### src/rtl/rx_chan_sched.sv
// rtl/rx_chan_sched.sv - receive channel scheduler: packs enabled 16-bit samples into 32-bit FIFO words
// Owns the serial config registers and the overrun/packet-ready status.
module rx_chan_sched #(
    parameter logic [6:0] ADDR_CTRL   = 7'd32,
    parameter logic [6:0] ADDR_THRESH = 7'd33,
    parameter int         FIFO_DEPTH  = 4096
) (
    input  logic        rx_clk,
    input  logic        reset,
    input  logic [6:0]  serial_addr,
    input  logic [31:0] serial_data,
    input  logic        serial_strobe,
    input  logic [15:0] ch_0,
    input  logic [15:0] ch_1,
    input  logic [15:0] ch_2,
    input  logic [15:0] ch_3,
    input  logic        rxstrobe,
    input  logic [12:0] fifo_level,
    input  logic        fifo_full,
    input  logic        clear_status,
    output logic [31:0] fifo_data,
    output logic        fifo_wrreq,
    output logic        have_pkt_rdy,
    output logic        rx_overrun,
    output logic [15:0] drop_count,
    output logic        busy
);

    typedef enum logic {S_IDLE = 1'b0, S_PACK = 1'b1} state_t;

    state_t      state_q, state_d;
    logic [3:0]  mask_q;
    logic        run_q;
    logic [12:0] thresh_q;
    logic [31:0] data_q;
    logic [31:0] word1_q;
    logic        pend_q;
    logic        have_q;
    logic        ovr_q;
    logic [15:0] drops_q;

    logic [15:0] ch [4];
    logic [15:0] slot [4];
    logic [2:0]  n_en;
    logic        two_words;
    logic [13:0] level_sum;
    logic        no_room;
    logic        strobe_valid;
    logic        accept;
    logic        drop;
    logic        unused_bits;

    assign ch[0] = ch_0;
    assign ch[1] = ch_1;
    assign ch[2] = ch_2;
    assign ch[3] = ch_3;
    assign unused_bits = ^serial_data[31:13];

    // Compact the enabled channels into consecutive slots, ascending index order.
    always_comb begin
        for (int i = 0; i < 4; i++) begin
            slot[i] = '0;
        end
        n_en = '0;
        for (int i = 0; i < 4; i++) begin
            if (mask_q[i]) begin
                slot[n_en[1:0]] = ch[i];
                n_en = n_en + 3'd1;
            end
        end
    end

    assign two_words    = (n_en >= 3'd3);
    assign level_sum    = {1'b0, fifo_level} + (two_words ? 14'd2 : 14'd1);
    assign no_room      = fifo_full || ({18'd0, level_sum} > $unsigned(FIFO_DEPTH));
    assign strobe_valid = rxstrobe && run_q && (mask_q != 4'd0);
    assign accept       = (state_q == S_IDLE) && strobe_valid && !no_room;
    assign drop         = strobe_valid && ((state_q == S_PACK) || no_room);

    always_ff @(posedge rx_clk or negedge reset) begin
        if (!reset) begin
            state_q <= S_IDLE;
        end else begin
            state_q <= state_d;
        end
    end

    always_comb begin
        state_d = state_q;
        case (state_q)
            S_IDLE:  if (accept) state_d = S_PACK;
            S_PACK:  if (!pend_q) state_d = S_IDLE;
            default: state_d = S_IDLE;
        endcase
    end

    always_comb begin
        fifo_wrreq = (state_q == S_PACK);
        busy       = (state_q == S_PACK);
    end

    always_ff @(posedge rx_clk or negedge reset) begin
        if (!reset) begin
            mask_q   <= 4'd0;
            run_q    <= 1'b0;
            thresh_q <= 13'd1024;
        end else if (serial_strobe) begin
            if (serial_addr == ADDR_CTRL) begin
                mask_q <= serial_data[3:0];
                run_q  <= serial_data[4];
            end else if (serial_addr == ADDR_THRESH) begin
                thresh_q <= serial_data[12:0];
            end
        end
    end

    // The whole set is packed at acceptance so config writes during PACK cannot disturb it.
    always_ff @(posedge rx_clk or negedge reset) begin
        if (!reset) begin
            data_q  <= '0;
            word1_q <= '0;
            pend_q  <= 1'b0;
        end else if (accept) begin
            data_q  <= {slot[1], slot[0]};
            word1_q <= {slot[3], slot[2]};
            pend_q  <= two_words;
        end else if (state_q == S_PACK && pend_q) begin
            data_q <= word1_q;
            pend_q <= 1'b0;
        end
    end

    always_ff @(posedge rx_clk or negedge reset) begin
        if (!reset) begin
            have_q  <= 1'b0;
            ovr_q   <= 1'b0;
            drops_q <= '0;
        end else begin
            have_q <= (fifo_level >= thresh_q);
            if (drop) begin
                ovr_q   <= 1'b1;
                drops_q <= clear_status ? 16'd1 :
                           (drops_q == 16'hFFFF) ? drops_q : drops_q + 16'd1;
            end else if (clear_status) begin
                ovr_q   <= 1'b0;
                drops_q <= '0;
            end
        end
    end

    assign fifo_data    = data_q;
    assign have_pkt_rdy = have_q;
    assign rx_overrun   = ovr_q;
    assign drop_count   = drops_q;

endmodule

### config.mk
export PLATFORM = sky130hd
export DESIGN_NAME = rx_chan_sched
export DESIGN_NICKNAME = d
export VERILOG_FILES = /design/src/rtl/rx_chan_sched.sv
export SDC_FILE = /design/constraint.sdc
export NUM_CORES = 1
export LEC_CHECK = 0
export CAP_MARGIN = 10
export CORE_ASPECT_RATIO = 0.6
export CORE_MARGIN = 8
export CORE_UTILIZATION = 40
export CTS_BUF_LIST = sky130_fd_sc_hd__clkbuf_16
export DETAILED_ROUTE_END_ITERATION = 8
export HOLD_SLACK_MARGIN = 0.12
export PLACE_DENSITY = 0.68
export SLEW_MARGIN = 20
export SYNTH_ARGS = -nofsm -noshare
export SYNTH_HDL_FRONTEND = slang
export SYNTH_SLANG_ARGS = --single-unit
### constraint.sdc
create_clock -name rx_clk -period 5.7 [get_ports rx_clk]
set_input_delay 1.14 -clock rx_clk [delete_from_list [all_inputs] [get_ports rx_clk]]
set_output_delay 1.14 -clock rx_clk [all_outputs]
set_load 0.05 [all_outputs]
After elaboration in Yosys (flattened, before gate mapping)
Cells that the tools add are included.
{ "classes": {"n_addsub": 5, "order_cmp": 9, "eq_ne": 4, "mux": 31, "bitwise_logic": 5, "reduce_logical": 18} }
{ "op_table": {"columns": ["operator", "count"], "rows": [
  ["$bwmux 64", 3],
  ["$mux 64", 3],
  ["$mux 16", 8],
  ["$demux 16 s2", 3],
  ["$mux 32", 2],
  ["$add 16x1->16 const B", 1],
  ["$eq 16x16->1 const B", 1],
  ["$add 13x2->14", 1],
  ["$eq 7x6->1 const B", 2],
  ["$gt 14x13->1 const B", 1],
  ["$ge 13x13->1", 1],
  ["$add 3x1->3 const B", 3],
  ["$ge 3x3->1 const B", 3],
  ["$logic_and 1x1->1", 9],
  ["$lt 3x1->1 const B", 3],
  ["$mux 3", 3],
  ["$not 2->3", 3],
  ["$mux 1", 7],
  ["$reduce_and 2->1", 2],
  ["$reduce_bool 2->1", 2],
  ["$reduce_bool 4->1", 1],
  ["$ge 3x2->1 const B", 1],
  ["$reduce_and 3->1", 1],
  ["$logic_or 1x1->1", 2],
  ["5 further kinds", 6]
]} }
{ "word_totals": {"ff_bits": 102, "out_inout_bits": 52} }

Logic depth before layout (Yosys ltp)
Gate-level depths: netlist of the first run.
{ "depth": {"depth_word": 16, "depth_mapped": 22, "depth_no_buf": 19} }

Worst setup path before layout of the first run
No wires, ideal clock.
{ "synth_path": {"path_type": "register -> register", "from": "reg mask_q[1]", "to": "reg drops_q[11] (netlist: drop_count[11])", "arrival_time_ps": 4335, "required_time_ps": 5622, "setup_slack_ps": 1287, "path_stages_with_launch": 22, "period_less_slack_ps": 4413, "cell_sequence": "dfrtp_1 > inv_1 > ha_1 > clkbuf_1 > xor2_1 > inv_1 > ha_1 > nand4b_1 > o21ai_0 > a22oi_1 > a21oi_1 > ha_1 > inv_1 > fa_1 > nand4b_1 > nor2_1 > o31ai_1 > and4_4 > o21a_2 > buf_6 > or4_1 > a21oi_1"} }
{ "synth_between": {"elab_chain_len": 14, "word_cells_on_any_way": 17} }
{ "synth_rtl": {"columns": ["element", "line", "source"], "rows": [
  ["start, declared", "32", "logic [3:0] mask_q;"],
  ["start signal, assigned", "109", "mask_q <= serial_data[3:0];"],
  ["$mux 3", "66", "if (mask_q[i]) begin"],
  ["$add 3x1->3", "68", "n_en = n_en + 3'd1;"],
  ["$mux 3", "66", null],
  ["$add 3x1->3", "68", null],
  ["$mux 3", "66", null],
  ["$ge 3x2->1", "73", "assign two_words = (n_en >= 3'd3);"],
  ["$mux 2", "74", "assign level_sum = {1'b0, fifo_level} + (two_words ? 14'd2 : 14'd1);"],
  ["$add 13x2->14", "74", null],
  ["$gt 14x13->1", "75", "assign no_room = fifo_full || ({18'd0, level_sum} > $unsigned(FIFO_DEPTH));"],
  ["$logic_or 1x1->1", "75", null],
  ["$logic_or 1x1->1", "78", "assign drop = strobe_valid && ((state_q == S_PACK) || no_room);"],
  ["$logic_and 1x1->1 (*)", "78", null],
  ["$reduce_bool 2->1 (no line)", null, null],
  ["$reduce_and 2->1 (no line)", null, null],
  ["end signal, assigned", "142", "drops_q <= clear_status ? 16'd1 :"],
  ["end, declared", "40", "logic [15:0] drops_q;"]
]} }
Every way passes the cells marked *; elsewhere a longest branch is shown, timed or not.
A chain may end at the register's enable or synchronous reset.

Worst setup path in the final report of the first run
{ "layout_path": {"from": "reg mask_q[1]", "to": "reg data_q[25] (netlist: fifo_data[25])"} }
{ "layout_between": {"elab_chain_len": 13, "word_cells_on_any_way": 34} }
{ "layout_rtl": {"columns": ["element", "line", "source"], "rows": [
  ["$mux 3", "66", null],
  ["$add 3x1->3", "68", null],
  ["$mux 3", "66", null],
  ["$add 3x1->3", "68", null],
  ["$mux 3", "66", null],
  ["$ge 3x2->1", "73", null],
  ["$mux 2", "74", null],
  ["$add 13x2->14", "74", null],
  ["$gt 14x13->1", "75", null],
  ["$logic_or 1x1->1", "75", null],
  ["$logic_not 1->1", "77", "assign accept = (state_q == S_IDLE) && strobe_valid && !no_room;"],
  ["$logic_and 1x1->1", "77", null],
  ["$mux 32 / $reduce_bool 2->1 (equally long branches)", null, null],
  ["end signal, assigned", "124", "data_q <= {slot[1], slot[0]};"],
  ["end signal, assigned", "128", "data_q <= word1_q;"],
  ["end, declared", "35", "logic [31:0] data_q;"]
]} }
Several ways; a longest one is shown, not always the timed one.

==> results.txt, run 1 <==
Max FO, Critical Path: 49
most common cell after layout, fill and taps aside: clkdlybuf4s50_1
Comb power frac: 36.5%
DRC Markers: 0
pin count of the biggest net entering global routing: 73
Compound-Gate Fraction of Synth Area: 23.3%
drt via density: 5.89
die height: 113 um
RSZ-0062 raised after global routing: no
Fillers: 1362
initial core utilization: 41.0%
pwr dens: 301 nW/um2
Slew HR: 23.9%
largest cells by area after synthesis: dfrtp_1 40%, a22oi_1 5.5%, ha_1 4.4%, nand2_1 4.0%, o211ai_1 3.9%
critical path type: reg -> reg
outcome: complete, no violations
Worst EP arrival: 5.45 ns
worst vdd ir: 0.000171 V
Synth Area in Simple Gates: 18.5%
drt first-iter violations: 947
via count: 6111
design internal power: 1.52 mW
Clock Sinks: 102
WL/cell: 20.0 um
skew final: 0.0140 ns
wire length after detailed routing: 20.7 mm
Yosys cell types: 54
Lkg Pwr: 3.44 nW
post-CTS resize count: 0
max-cap viol count: 0
root buffer cell: clkbuf_16
main flop type after synthesis: dfrtp_1
Mapped Avg Cell Area: 8.85 um2
io pins: 174
Final ANT Viol Nets: 0
die width: 178 um
GRT Total Usage: 20.5%
area added between synthesis and finish: 29.9%
final setup vio count: 0
nets@finish: 974
Synth Area in XOR/XNOR: 0.694%
minimum clock period: 5.19 ns
Post-Synth Adder-Cell Area: 4.68%
Hold Fails Final Rpt: 0
CP Launch Type: flip-flop
Slew Viols, Final: 0
syn nets: 858
Hold Path Class: reg -> reg
core region area: 15400 um2
WP data required: 5.96 ns
initial antenna violation count: 1
Setup Buffers After CTS: 0
DP HPWL: 15.4 mm
first-pass GRT wire length: 32.8 mm
Sw Ratio: 38.6%
fmax: 193 MHz
FP Rows: 35
Final period util: 91.1%
Routability Congestion: 0.858
synthesized area: 6310 um2
top-area cell type share of the netlist area: 40.1%
sequential power share: 39.1%
Warnings, synthesis: 0
share of total power in the clock network: 24.4%
grt total ovfl: 0
commonest cells after routing, fill and taps aside: 153 x clkdlybuf4s50_1, 101 x dfrtp_1, 68 x nand2_1, 49 x nor2_1, 49 x a21oi_1
first-pass iteration count of the detailed router: 6
sequential area share after synthesis: 40.5%
top cell type by total area after synthesis: dfrtp_1
Async S/R FF share, synth: 100%
EDFF count, synth: 0
# diodes: 0
vias in the first global route: 5772
TNS Setup: 0 ns
H-tree depth: 3
Switch Pwr: 0.953 mW
Mapped Cells: 713
Hold-fix buffers, CTS: 0
clock latency on the worst-skew pair: 0.36 ns
critical path endpoint category: flip-flop
main combinational cell family by area after synthesis: compound AO/OA/AOI/OAI gates
layout cell share with drive strength beyond 1: 5.76%
Max clock buf depth: 2
die area: 20200 um2
post-synthesis mux area share: 6.78%
Hold WS: 0.510 ns
clock buffer count from CTS: 9
Worst Max-Slew Pin Slew: 1.14 ns
clock slew at reported path FFs: 0.08 ns
Yosys reg bits: 102
port bufs: 154
CTS tree: built
## cells by family after synthesis
kind of cell	count (synthesis)
XOR/XNOR	5
AND/OR/NAND/NOR	234
buffers and inverters	81
adder cells (fa/ha/maj)	23
multiplexers	40
AO/OA/AOI/OAI	228
flip-flops	102
## metal layers
metal | global-route usage (%) | share of wire, % | vias to the layer above
li1 | - | - | 2846
met4 | 3.71 | 0.64 | 2
met1 | 31.5 | 48 | 2898
met2 | 27.6 | 40 | 348
met3 | 5.75 | 11 | 17
met5 | 0 | 0.048 | -
## flip-flops by register name (all words and copies together) (netlist names)
signal / cells
busy: 1
drop_count: 16
fifo_data: 32
have_pkt_rdy: 1
mask_q: 4
pend_q: 1
run_q: 1
rx_overrun: 1
thresh_q: 13
word1_q: 32
## synthesized netlist by cell type (7+ instances only)
master	count
nand4_1	7
nand2b_1	9
a211oi_1	16
or4_1	8
o211ai_1	33
o31ai_1	8
a31oi_1	18
mux2_2	16
ha_1	22
nand3_1	30
buf_2	9
o21ai_0	41
nor3_1	10
nor2_1	49
nand2_1	68
mux2i_1	18
a22oi_1	46
dfrtp_1	101
inv_1	25
and3_1	22
clkbuf_1	38
nor2b_1	8
a21oi_1	49
## worst paths after layout
check | from | to | slack [ns] | cells past startpoint
max | mask_q[1] | fifo_data[25] | 0.51 | 20
min | thresh_q[7] | thresh_q[7] | 0.51 | 1
max reg2reg | mask_q[1] | fifo_data[25] | 0.51 | 20
min reg2reg | thresh_q[7] | thresh_q[7] | 0.51 | 1
max in group asynchronous | reset | fifo_data[6] | 3.76 | 2
min in group asynchronous | reset | thresh_q[12] | 0.93 | 1
## area by class of cell
cell class | instances | area, um2 | area share (%)
Clock buffer | 9 | 225 | 2.75
Clock inverter | 7 | 60.1 | 0.733
Inverter | 25 | 93.8 | 1.15
Multi-Input combinational cell | 530 | 3400 | 41.5
Sequential cell | 102 | 2550 | 31.2
Tap cell | 203 | 254 | 3.10
Timing Repair Buffer | 161 | 1600 | 19.6
## through the flow
step	setup WS [ns]	instances	total power, mW	utilization [%]	area, um2
after CTS	0.543	1037	2.48	53.3	8190
after detailed placement	0.560	1021	1.88	51.4	7910
after global routing	0.0959	1037	2.60	53.3	8190
final	0.509	1037	2.47	53.3	8190
after global placement	0.817	1021	1.85	51.4	7910
after floorplan	1.29	713	1.50	-	6310
## power groups by stage
stage | logic [mW] | clock network (mW) | registers (mW)
2_1_floorplan | 0.327 | 0 | 1.17
3_3_place_gp | 0.880 | 0 | 0.971
3_5_place_dp | 0.900 | 0 | 0.975
4_1_cts | 0.903 | 0.615 | 0.963
5_1_grt | 0.975 | 0.644 | 0.982
6_report | 0.902 | 0.602 | 0.966
## critical path: stages, from the launching register on
cell,delay [ns]
dfrtp_1,0.43
inv_1,0.14
ha_1,0.49
xor2_1,0.23
inv_1,0.06
ha_1,0.28
nand4b_1,0.16
o21ai_0,0.09
a22oi_1,0.08
a21oi_1,0.32
ha_1,0.23
inv_1,0.05
fa_1,0.43
nand4b_1,0.29
a211o_1,0.33
o31ai_1,0.07
and4_4,0.27
o211a_4,0.52
buf_4,0.31
o211ai_1,0.13
o21ai_0,0.16
No activity file was read; power rests on OpenSTA's default activity.
==> run 2, diff against run 1 <==
Settings changed: CORE_ASPECT_RATIO 0.6 to 1.2.
==> run 2 against run 1 <==
Largest cell class unchanged. Final cell count grew 0.29%. Utilization shrank 0.16 points. Total power grew 2.0%. Hold slack lost 0.0030 ns. First-iteration DRC count shrank 48%. Clock skew shrank 0.0048 ns. Fmax shrank 1.7%. Cell area grew 0.64%. Die area shrank 0.57%. Sequential share of layout area shrank 0.20 points. Critical endpoint is now fifo_data[22]. Sequential power shrank 2%.
==> results.txt, run 2 (synthesis results as in run 1) <==
most common cell after layout, fill and taps aside: clkdlybuf4s50_1
critical path type: reg -> reg
worst vdd ir: 0.000129 V (-25%)
delay-heaviest family, CP: adder cells
io pins: 174 (unchanged)
Max clock buf depth: 2 (unchanged)
DRC Markers: 0 (unchanged)
CP peak stage delay: 0.49 ns (-0.03 ns)
pwr dens: 306 nW/um2 (+1.4%)
root buffer cell: clkbuf_16
clock slew at reported path FFs: 0.07 ns (about the same)
final critical-path setup slack: 0.419 ns (-0.0903 ns)
FF-to-FF path depth: 21 (+5.0%)
WHS Path Cells: 1 (unchanged)
port bufs: 154 (unchanged)
initial core utilization: 40.7% (-0.38 points)
Finished Cell Area: 8250 um2 (+0.64%)
Worst path slowest cell: ha_2
minimum clock period: 5.28 ns (+0.0903 ns)
core region area: 15500 um2 (+0.94%)
skew final: 0.00922 ns (-0.00482 ns)
CP cell instances: buf_4 -> inv_1 -> ha_2 -> xor2_1 -> inv_1 -> ha_1 -> nand4b_1 -> o21ai_0 -> a22oi_1 -> a21oi_1 -> ha_1 -> inv_1 -> fa_1 -> nand4b_1 -> a211o_1 -> o31ai_1 -> and4_4 -> o211a_4 -> buf_16 -> o211ai_1 -> o21ai_0
GRT Total Usage: 19.4% (-1.1 points)
commonest cells after routing, fill and taps aside: 153 x clkdlybuf4s50_1, 101 x dfrtp_1, 67 x nand2_1, 49 x nor2_1, 49 x a21oi_1
CP Launch Type: flip-flop
placed standard-cell area: 7900 um2 (-0.14%)
most used cell, CP: inv_1
die width: 131 um (-27%)
WP data required: 5.98 ns (+0.02 ns)
Worst Max-Slew Pin Slew: 1.15 ns (+0.0155 ns)
Slew HR: 22.9% (-1.0 points)
die area: 20100 um2 (-0.57%)
Slew Viols, Final: 0 (unchanged)
H-tree depth: 3 (unchanged)
clock latency on the worst-skew pair: 0.35 ns (about the same)
layout cell share with drive strength beyond 1: 5.78% (+0.021 points)
RSZ-0062 raised after global routing: no
max-cap viol count: 0 (unchanged)
fmax: 189 MHz (-1.7%)
CTS tree: built
design internal power: 1.60 mW (+5.5%)
dpl ws: 0.438 ns (-0.121 ns)
Comb power frac: 35.7% (-0.8 points)
outcome: complete, no violations
wire length after detailed routing: 19.6 mm (-5.3%)
via count: 6048 (-1.0%)
RR Startpoint: mask_q[0]
grt total ovfl: 0 (unchanged)
Crit path depth: 21 (+5.0%)
end point of the critical path: fifo_data[22]
Tot Pwr: 2.52 mW (+2.0%)
critical path endpoint category: flip-flop
Critical Path Start: mask_q[0]
clock buffer count from CTS: 9 (unchanged)
drt via density: 5.82 (-1.3%)
Switch Pwr: 0.920 mW (-3.4%)
pin count of the biggest net entering global routing: 132 (+81%)
FP Rows: 50 (+43%)
Worst EP arrival: 5.56 ns (+0.11 ns)
Worst R2R Setup Slack: 0.42 ns (-0.09 ns)
Final ANT Viol Nets: 0 (unchanged)
vias in the first global route: 6035 (+4.6%)
nets@finish: 971 (-0.31%)
die height: 154 um (+36%)
Hold Fails Final Rpt: 0 (unchanged)
Lkg Pwr: 3.44 nW (about the same)
DP HPWL: 14.2 mm (-7.2%)
final setup vio count: 0 (unchanged)
Hold Path Class: reg -> reg
reg2reg end: fifo_data[22]
area added between synthesis and finish: 30.7%
initial antenna violation count: 1 (unchanged)
sequential power share: 37.8% (-1.3 points)
Max FO, Critical Path: 131 (+170%)
Sw Ratio: 36.5% (-2.1 points)
first-pass iteration count of the detailed router: 8 (+2)
WL/cell: 18.9 um (-5.6%)
share of total power in the clock network: 26.6% (+2.2 points)
Clock Sinks: 102 (unchanged)
WP buf/inv: 5 (+1)
Setup Buffers After CTS: 0 (unchanged)
Final period util: 92.7% (+1.6 points)
drt first-iter violations: 488 (-48%)
TNS Setup: 0 ns (unchanged)
Routability Congestion: 0.821 (-4.4%)
Hold-fix buffers, CTS: 0 (unchanged)
first-pass GRT wire length: 31.0 mm (-5.5%)
## run 2: stage by stage
step | cells | hold WS [ns] | util, %
6_report | 1040 | 0.507 | 53.2
3_3_place_gp | 1023 | 0.488 | 50.9
4_1_cts | 1039 | 0.511 | 53.0
2_1_floorplan | 713 | 0.479 | -
3_5_place_dp | 1023 | 0.495 | 50.9
5_1_grt | 1040 | 0.530 | 53.2
## run 2: final cells by class
type	count	area, um2
Clock inverter	7	96.3
Sequential cell	102	2550
Tap cell	208	260
Timing Repair Buffer	158	1590
Inverter	25	93.8
Clock buffer	9	225
Multi-Input combinational cell	530	3430
Fill cell	1502	7270
Antenna cell	1	2.50
## run 2: how the worst min path moves through the flow
stage | start | endpoint | slack [ns]
2_1_floorplan | thresh_q[12] | thresh_q[12] | 0.48
6_report | thresh_q[12] | thresh_q[12] | 0.51
3_3_place_gp | thresh_q[11] | thresh_q[11] | 0.49
3_5_place_dp | thresh_q[1] | thresh_q[1] | 0.49
5_1_grt | thresh_q[11] | thresh_q[11] | 0.53
4_1_cts | thresh_q[12] | thresh_q[12] | 0.51
## run 2: what timing repair did
action	4_1_cts	5_1_grt
setup endpoints to repair	0	34
endpoints found under the hold margin	0	0
resized for setup	0	3
## run 2: power by group through the flow
stage	Sequential, mW	Clock, mW	Combinational, mW
2_1_floorplan	1.17	0	0.327
3_3_place_gp	0.957	0	0.875
3_5_place_dp	0.964	0	0.898
4_1_cts	0.950	0.688	0.903
5_1_grt	0.967	0.714	0.968
6_report	0.951	0.669	0.899
## run 2: per-layer routing
metal	vias up	track usage [%]	part of all wire, %
met4	0	9.32	3.6
met3	40	3.08	5.3
met1	2974	22.4	39
met5	-	0	0
met2	187	33.8	52
li1	2847	-	-
## run 2: worst register-to-register path: cells and delay by family, from the launching register on
kind | cells | cell delay [ns]
AOI/OAI and AO/OA | 8 | 1.44
adders and majority gates | 4 | 1.43
buffers and inverters | 5 | 0.99
and+or+nand+nor | 3 | 0.75
DFF | 1 | 0.32
xor gates and xnor gates | 1 | 0.27
==> run 3, diff against run 2 <==
Settings changed: CORE_ASPECT_RATIO 1.2 to default, TNS_END_PERCENT from default to 20.
==> run 3 against run 2 <==
Final cell count increased by 1.1%. Flip-flop and latch count unchanged. Sequential share of layout area increased by 0.14 points. First-iteration DRC count increased by 13%. Routed wire length decreased by 1.8%. Die area about the same. Hold slack got worse by 0.0021 ns. Global-route usage decreased by 0.22 points. Register-to-register slack improved by 0.14 ns. Clock skew about the same. Utilization decreased by 0.72 points. Critical path type unchanged.
==> results.txt, run 3 (synthesis results as in run 1) <==
outcome: complete, no violations
via count: 5825 (-3.7%)
Worst EP arrival: 5.42 ns (-0.14 ns)
delay-heaviest family, CP: compound AO/OA/AOI/OAI gates
WP buf/inv: 4 (-1)
Fillers: 1546 (+2.9%)
Setup Buffers After CTS: 0 (unchanged)
vias in the first global route: 5609 (-7.1%)
first-pass iteration count of the detailed router: 5 (-3)
critical path type: reg -> reg
initial core utilization: 40.3% (-0.36 points)
Final period util: 90.2% (-2.4 points)
Slew Viols, Final: 0 (unchanged)
initial antenna violation count: 0 (-1)
clock slew at reported path FFs: 0.07 ns (about the same)
root buffer cell: clkbuf_16
GRT busiest layer: met2
grt total ovfl: 0 (unchanged)
io pins: 174 (unchanged)
Hold Fails Final Rpt: 0 (unchanged)
most common cell after layout, fill and taps aside: clkdlybuf4s50_1
Max clock buf depth: 2 (unchanged)
H-tree depth: 3 (unchanged)
Max FO, Critical Path: 59 (-55%)
Hold Path Class: reg -> reg
drt first-iter violations: 551 (+13%)
GRT met2 Usage: 28.6% (-5.2 points)
GRT Total Usage: 19.2% (-0.22 points)
CP Launch Type: flip-flop
GRT met1 Usage: 26.8% (+4.3 points)
Hold-fix buffers, CTS: 0 (unchanged)
Post-Place Cells: 1035 (+1.2%)
CP peak stage delay: 0.50 ns (about the same)
minimum clock period: 5.14 ns (-0.138 ns)
commonest cells after routing, fill and taps aside: 153 x clkdlybuf4s50_1, 101 x dfrtp_1, 68 x nand2_1, 49 x a21oi_1, 48 x nor2_1
Lkg Pwr: 3.44 nW (-0.14%)
Worst Max-Slew Pin Slew: 1.10 ns (-0.0532 ns)
Worst path slowest cell: ha_1
CP cell instances: inv_1 -> ha_1 -> xor2_1 -> inv_1 -> ha_1 -> nand4b_1 -> o21ai_0 -> a22oi_1 -> a21oi_1 -> ha_1 -> inv_1 -> fa_1 -> nand4b_1 -> a211o_1 -> o31ai_1 -> and4_4 -> o211a_4 -> buf_12 -> o211ai_1 -> o21ai_0
wire length after detailed routing: 19.3 mm (-1.8%)
worst vdd ir: 0.000203 V (+57%)
RSZ-0062 raised after global routing: no
Slew HR: 26.5% (+3.7 points)
met3 Use GR: 3.80% (+0.72 points)
critical path endpoint category: flip-flop
core region area: 15700 um2 (+0.90%)
pin count of the biggest net entering global routing: 60 (-55%)
CTS tree: built
post-CTS resize count: 0 (unchanged)
die height: 142 um (-7.8%)
drt via density: 5.54 (-4.7%)
DP HPWL: 14.1 mm (-1.2%)
die width: 142 um (+8.4%)
DRC Markers: 0 (unchanged)
final setup vio count: 0 (unchanged)
layout cell share with drive strength beyond 1: 5.88% (+0.099 points)
Hold WS: 0.505 ns (-0.00210 ns)
Final ANT Viol Nets: 0 (unchanged)
fmax: 194 MHz (+2.7%)
skew final: 0.00916 ns (-0.0000578 ns)
Routability Congestion: 0.864 (+5.2%)
clock latency on the worst-skew pair: 0.35 ns (about the same)
port bufs: 154 (unchanged)
nets@finish: 975 (+0.41%)
non-filler cells, final: 1051 (+1.1%)
TNS Setup: 0 ns (unchanged)
first-pass GRT wire length: 30.3 mm (-2.2%)
FP Rows: 46 (-8.0%)
WP data required: 5.98 ns (about the same)
clock buffer count from CTS: 9 (unchanged)
Clock Sinks: 102 (unchanged)
WL/cell: 18.3 um (-2.8%)
pwr dens: 294 nW/um2 (-3.7%)
max-cap viol count: 0 (unchanged)
Worst R2R Setup Slack: 0.56 ns (+0.14 ns)
die area: 20000 um2 (about the same)
area added between synthesis and finish: 30.1%
## run 3: changes by cell type in the layout (fill, tap and decap cells not counted), sizes merged
| cell | before | now |
|---|---|---|
| buf | 5 | 9 |
| clkinv | 1 | 4 |
| bufinv | 2 | 0 |
| clkinvlp | 2 | 1 |
| inv | 27 | 26 |
## run 3: path summary, 6_finish.rpt
kind / from / endpoint / depth (start not counted)
worst max-delay path: mask_q[1] / fifo_data[27] / 20
worst max register to register: mask_q[1] / fifo_data[27] / 20
min in group asynchronous: reset / thresh_q[5] / 1
worst min-delay path: thresh_q[11] / thresh_q[11] / 1
max in group asynchronous: reset / pend_q / 2
worst min register to register: thresh_q[11] / thresh_q[11] / 1
## run 3: worst register-to-register path: stages, from the launching register on
cell and delay (ns):
dfrtp_1 0.43, inv_1 0.15, ha_1 0.50, xor2_1 0.23, inv_1 0.07, ha_1 0.28, nand4b_1 0.16, o21ai_0 0.09
a22oi_1 0.09, a21oi_1 0.34, ha_1 0.24, inv_1 0.06, fa_1 0.41, nand4b_1 0.27, a211o_1 0.31, o31ai_1 0.07
and4_4 0.27, o211a_4 0.44, buf_12 0.32, o211ai_1 0.20, o21ai_0 0.13
## run 3: per-layer routing
metal  share of wire, %  vias to the layer above
met5                  0                        -
met2                 45                      186
met4                2.0                        0
li1                   -                     2860
met3                5.9                       21
met1                 47                     2758
## run 3: per-stage QoR
stage                     power, mW  utilization (%)  instance area, um2  setup slack (ns)
after floorplan                1.50                -                6310              1.29
after global placement         1.84             50.7                7940             0.682
after detailed placement       1.86             50.7                7940             0.588
after CTS                      2.43             52.4                8200             0.568
after global routing           2.55             52.4                8210            0.0464
final                          2.42             52.4                8210             0.556
## run 3: layout make-up
class / instances / area, um2 / share of cell area (%)
well taps: 216 / 270 / 3.29
clock inverters: 6 / 41.3 / 0.503
repair buffers: 162 / 1610 / 19.6
flip-flops and latches: 102 / 2550 / 31.1
clock buffers: 9 / 225 / 2.74
inverters: 25 / 93.8 / 1.14
multi-input cells: 530 / 3410 / 41.5
diodes: 1 / 2.50 / 0.0305
## run 3: power breakdown
group | leakage (nW) | internal [mW] | switching, mW
registers | 1.30 | 0.864 | 0.0934
logic | 2.01 | 0.350 | 0.537
clock network | 0.130 | 0.293 | 0.279
total | 3.44 | 1.51 | 0.908
==> RTL change 1: new RTL, settings of run 1 <==
Register the output `drop_count` once more, cleared by the reset; this adds one clock of latency there. The other outputs are not delayed to match.
--- a/src/rtl/rx_chan_sched.sv
+++ b/src/rtl/rx_chan_sched.sv
@@ -152,5 +152,11 @@
     assign have_pkt_rdy = have_q;
     assign rx_overrun   = ovr_q;
-    assign drop_count   = drops_q;
+    always_ff @(posedge rx_clk or negedge reset) begin
+        if (!reset) begin
+            drop_count <= '0;
+        end else begin
+            drop_count <= drops_q;
+        end
+    end
 
 endmodule
Function: changed (Yosys sat finds a counterexample within 4 cycles, from zero or initial values and one cycle with reset low).
==> RTL change 1 against run 1 <==
  * Global-route usage is 0.62 points lower
  * Sequential cell count is 16 higher
  * Critical path depth is 1 higher
  * Sequential share of layout area is 1.5 points higher
  * Setup slack better by 150 ps
  * Die area is 5.7% higher
  * Design area is 10% higher
  * Worst hold slack worse by 87 ps
  * Via count is 0.39% lower
  * Clock power is 93% higher
  * Synthesized area is 6.5% higher
  * Wire length is 0.56% higher
  * Total power is 27% higher
  * Sequential power is 11% higher
  * Critical path type unchanged
  * Critical endpoint is now fifo_data[26]
==> RTL change 1: results (changes against run 1) <==
Number of buffers added by the clock tree synthesis step -> 17 (was 9)
Detailed placer's ending HPWL -> 15.0 mm (was 15.4 mm)
First-pass GRT wire length -> 33.1 mm (was 32.8 mm)
Placed insts -> 1,077 (was 1,021)
H-tree depth -> 4 (was 3)
Power dissipated in combinational cells -> 0.912 mW (was 0.902 mW)
M3 GR Usage -> 0.0674 (was 0.0575)
Largest net degree at the start of global routing -> 131 (was 73)
Worst Reg2Reg Path Length in Cells -> 21 (was 20)
Clock share of power -> 0.368 (was 0.244)
GRT Total Usage -> 0.199 (was 0.205)
Result of the run -> finished, final reports clean (unchanged)
Worst reg2reg setup slack -> 660 ps (was 510 ps)
Count of different cell masters after synthesis -> 59 (was 54)
Clock latency at the later pin of the worst-skew pair -> 420 ps (was 360 ps)
Main area contributors after synthesis -> dfrtp_1 44%, nand2_1 6.4%, o21ai_0 5.4%, mux2i_1 5.1%, ha_1 4.1% (was dfrtp_1 40%, a22oi_1 5.5%, ha_1 4.4%, nand2_1 4.0%, o211ai_1 3.9%)
Length of routed met2 wiring -> 8.20 mm (was 8.35 mm)
Total length of routed met3 wires -> 2.10 mm (was 2.31 mm)
Share of layout cells above drive strength 1 -> 0.0806 (was 0.0576)
Wire length the detailed router placed on met1 -> 10.4 mm (was 9.92 mm)
Cell area after placement -> 0.00840 mm² (was 0.00791 mm²)
Via count of the first global-routing pass -> 5,808 (was 5,772)
Headroom to the max-slew limit -> 0.402 (was 0.239)
Proportion of total power due to net switching -> 0.344 (was 0.386)
Iteration-0 DRC count of the detailed router -> 631 (was 947)
Routed wire length per instance -> 18.8 µm (was 20.0 µm)
Worst supply voltage drop on vdd -> 0.211 mV (was 0.171 mV)
Clock-pin slew on the worst setup and hold paths -> 60 ps (was 80 ps)
Routability Congestion -> 0.866 (was 0.858)
R2r endpoint -> fifo_data[26] (was fifo_data[25])
-- RTL change 1: cell type report --
type                    count  area [µm²]
fillers                  1457        7320
clock buffers              17         425
flip-flops and latches    118        2950
inverters                  22        82.6
multi-input cells         545        3460
clock inverters            15         201
well taps                 228         285
repair buffers            164        1630
-- RTL change 1: cell families (layout without fill, tap and decap cells) --
group                    count (synthesis)  in the layout  share of synthesized area
AO/OA/AOI/OAI                          213            213                      0.207
XOR/XNOR                                10             10                     0.0130
adder cells (fa/ha/maj)                 23             23                     0.0440
buffers and inverters                   76            218                     0.0475
flip-flops                             118            118                      0.440
multiplexers                            51             51                     0.0792
AND/OR/NAND/NOR                        248            248                      0.169
-- RTL change 1: worst min path at each step --
stage / from / end / slack [ps]
6_report: drops_q[8] / drop_count[8] / 420
5_1_grt: drops_q[8] / drop_count[8] / 450
3_5_place_dp: drops_q[8] / drop_count[8] / 400
4_1_cts: drops_q[8] / drop_count[8] / 420
2_1_floorplan: drops_q[5] / drop_count[5] / 350
3_3_place_gp: drops_q[8] / drop_count[8] / 400
-- RTL change 1: worst max-delay path, stage by stage (launching register included) --
cell       delay, ps
dfrtp_1          380
buf_4            240
ha_1             240
nor2_1           100
a21o_1           130
inv_1             50
ha_1             240
nor3b_1          180
o21ai_0          110
a22oi_1          340
ha_1             290
inv_1             70
fa_1             460
nor2b_1          150
a21oi_1           70
o32a_1           340
a2111oi_4        350
a21boi_2         170
nor3_4           220
buf_12           400
o211ai_1         210
o21ai_0          140
-- RTL change 1: per-stage QoR --
stage          worst slack (ps)  hold slack, ps
2_1_floorplan               663             352
4_1_cts                     699             416
5_1_grt                     289             451
3_5_place_dp                723             403
3_3_place_gp                872             399
6_report                    658             423
==> RTL change 2: new RTL, config.mk and constraints of run 1 <==
Made on the original files. The parameter `FIFO_DEPTH` goes from 4096 to 3072.
--- a/src/rtl/rx_chan_sched.sv
+++ b/src/rtl/rx_chan_sched.sv
@@ -4,5 +4,5 @@
     parameter logic [6:0] ADDR_CTRL   = 7'd32,
     parameter logic [6:0] ADDR_THRESH = 7'd33,
-    parameter int         FIFO_DEPTH  = 4096
+    parameter int         FIFO_DEPTH  = 3072
 ) (
     input  logic        rx_clk,
Function: changed (Yosys sat finds a counterexample within 4 cycles, from zero or initial values and one cycle with reset low).
==> RTL change 2 against run 1 <==
  * Total power fell by 5.9%
  * Wire length rose by 3.9%
  * Sequential cell count did not move
  * Synthesized area fell by 1.1%
  * Setup slack improved by 110 ps
  * Design area fell by 0.34%
  * Fmax rose by 2.2%
  * Worst hold slack got worse by 13 ps
  * Largest cell class unchanged
  * Highest routed layer is now met4
==> RTL change 2: results (changes against run 1) <==
Detailed placer's ending HPWL -> 16.3 mm (was 15.4 mm)
Sequential element share of the synthesized area -> 0.409 (was 0.405)
Clk buf depth -> 2 (unchanged)
Worst supply voltage drop on vdd -> 0.182 mV (was 0.171 mV)
Worst Setup EP -> fifo_data[21] (was fifo_data[25])
Top post-synthesis cells by count -> 101 x dfrtp_1, 69 x nand2_1, 51 x a21oi_1 (was 101 x dfrtp_1, 68 x nand2_1, 49 x a21oi_1, 49 x nor2_1, 46 x a22oi_1)
Worst slack, placed -> 674 ps (was 560 ps)
H-tree depth -> 3 (unchanged)
Routability Congestion -> 0.926 (was 0.858)
Worst-margin pin slew -> 985 ps (was 1140 ps)
Number of buffers added by the clock tree synthesis step -> 9 (unchanged)
Buffers inserted by post-CTS timing repair -> 0 (unchanged)
Count of different cell masters after synthesis -> 56 (was 54)
Clock period minus worst slack -> 5080 ps (was 5190 ps)
Category of cells accounting for the largest share of critical-path delay -> adder cells (was compound AO/OA/AOI/OAI gates)
Total number of nets in the final design -> 963 (was 974)
Worst hold path depth -> 1 (unchanged)
Largest net degree at the start of global routing -> 131 (was 73)
Routed wire length per instance -> 21.0 µm (was 20.0 µm)
Share of layout cells above drive strength 1 -> 0.0632 (was 0.0576)
Worst setup path category -> register to register (unchanged)
Top FF cell, synth -> dfrtp_1 (unchanged)
Main area contributors after synthesis -> dfrtp_1 41%, a22oi_1 5.4%, ha_1 4.4%, nand2_1 4.2%, a21oi_1 4.1% (was dfrtp_1 40%, a22oi_1 5.5%, ha_1 4.4%, nand2_1 4.0%, o211ai_1 3.9%)
Clock latency at the later pin of the worst-skew pair -> 350 ps
Via count of the first global-routing pass -> 5,590 (was 5,772)
Slowest library cell on the worst path -> fa_1 (was o211a_4)
GRT Total Usage -> 0.210 (was 0.205)
N_diodes -> 0 (unchanged)
Crit-path max FO -> 130 (was 49)
Static leakage -> 3.45 nW (was 3.44 nW)
Syn nets -> 843 (was 858)
Initial antenna violation count -> 0 (was 1)
Data arrival at the endpoint of the critical path -> 5350 ps (was 5450 ps)
Number of warnings reported in the yosys synthesis log -> 0 (unchanged)
Clock tree root driver cell -> clkbuf_16 (unchanged)
Worst reg2reg setup slack -> 620 ps (was 510 ps)
Result of the run -> finished, final reports clean (unchanged)
CTS resizes -> 0 (unchanged)
First-pass GRT wire length -> 32.9 mm (was 32.8 mm)
Startpoint of the worst-slack reg-to-reg timing path -> mask_q[1] (unchanged)
Worst Reg2Reg Path Length in Cells -> 19 (was 20)
Share of synthesized registers carrying an async set or reset -> 1.00 (unchanged)
Clock-pin slew on the worst setup and hold paths -> 70 ps
DR vias/cell -> 5.70 (was 5.89)
Min-delay worst type -> register to register (unchanged)
Worst clock skew -> 8.48 ps (was 14.0 ps)
Count of TritonRoute iterations in the first routing pass -> 5 (was 6)
Worst stage delay on the critical path -> 510 ps
Iteration-0 DRC count of the detailed router -> 594 (was 947)
Port Buf Inserts -> 154 (unchanged)
RTL change 2: cell types whose count changed after synthesis, moves of 3 or more:
cell,change
nor3_1,-5
clkbuf_1,-6
mux2_1,-5
nand4b_1,-3
and4_1,+3
nand2b_1,-6
nor2b_1,-3
nand4_1,-3
or4_1,-3
nand3b_1,+3
nand3_1,-3
o21ai_0,+3
RTL change 2: worst min path at each step:
| stage | startpoint | endpoint | slack [ps] |
|---|---|---|---|
| after global placement | rx_overrun | rx_overrun | 490 |
| after global routing | thresh_q[9] | thresh_q[9] | 520 |
| after floorplan | thresh_q[12] | thresh_q[12] | 480 |
| after CTS | rx_overrun | rx_overrun | 500 |
| final | rx_overrun | rx_overrun | 500 |
| after detailed placement | rx_overrun | rx_overrun | 480 |
RTL change 2: through the flow:
| stage | std cells | utilization | area [µm²] | power (mW) |
|---|---|---|---|---|
| 2_1_floorplan | 698 | - | 6240 | 1.39 |
| 3_3_place_gp | 1010 | 0.515 | 7870 | 1.70 |
| 3_5_place_dp | 1010 | 0.515 | 7870 | 1.72 |
| 4_1_cts | 1026 | 0.534 | 8170 | 2.34 |
| 5_1_grt | 1026 | 0.534 | 8170 | 2.44 |
| 6_report | 1026 | 0.534 | 8170 | 2.32 |
RTL change 2: final cells by class:
class | instances | area (µm²)
fillers | 1408 | 7120
multi-input cells | 518 | 3360
flip-flops and latches | 102 | 2550
repair buffers | 162 | 1610
well taps | 203 | 254
clock buffers | 9 | 225
inverters | 25 | 93.8
clock inverters | 7 | 66.3
RTL change 2: kinds of logic (layout without fill, tap and decap cells):
kind of cell    after synthesis  after routing  share of synthesized area
compound gates              236            236                      0.249
simple gates                216            216                      0.170
flops                       102            102                      0.409
buf+inv                      78            203                     0.0534
mux                          36             36                     0.0614
fa+ha+maj                    23             23                     0.0473
xor+xnor                      7              7                    0.00983
RTL change 2: metal layers:
metal  part of all wire  track usage
met1               0.50        0.323
met2               0.42        0.293
met3              0.072       0.0399
met4              0.013       0.0508
met5                  0            0
RTL change 2: where the power goes:
part,switching [mW],internal [mW]
Combinational,0.487,0.311
Clock,0.306,0.307
Sequential,0.0754,0.836
RTL change 2: worst register-to-register path, delay by kind of cell, from the launching register on:
kind,cells,cell delay (ps)
buf+inv,4,680
flops,1,450
fa+ha+maj,4,1530
simple gates,2,380
compound gates,7,1560
xor+xnor,2,410
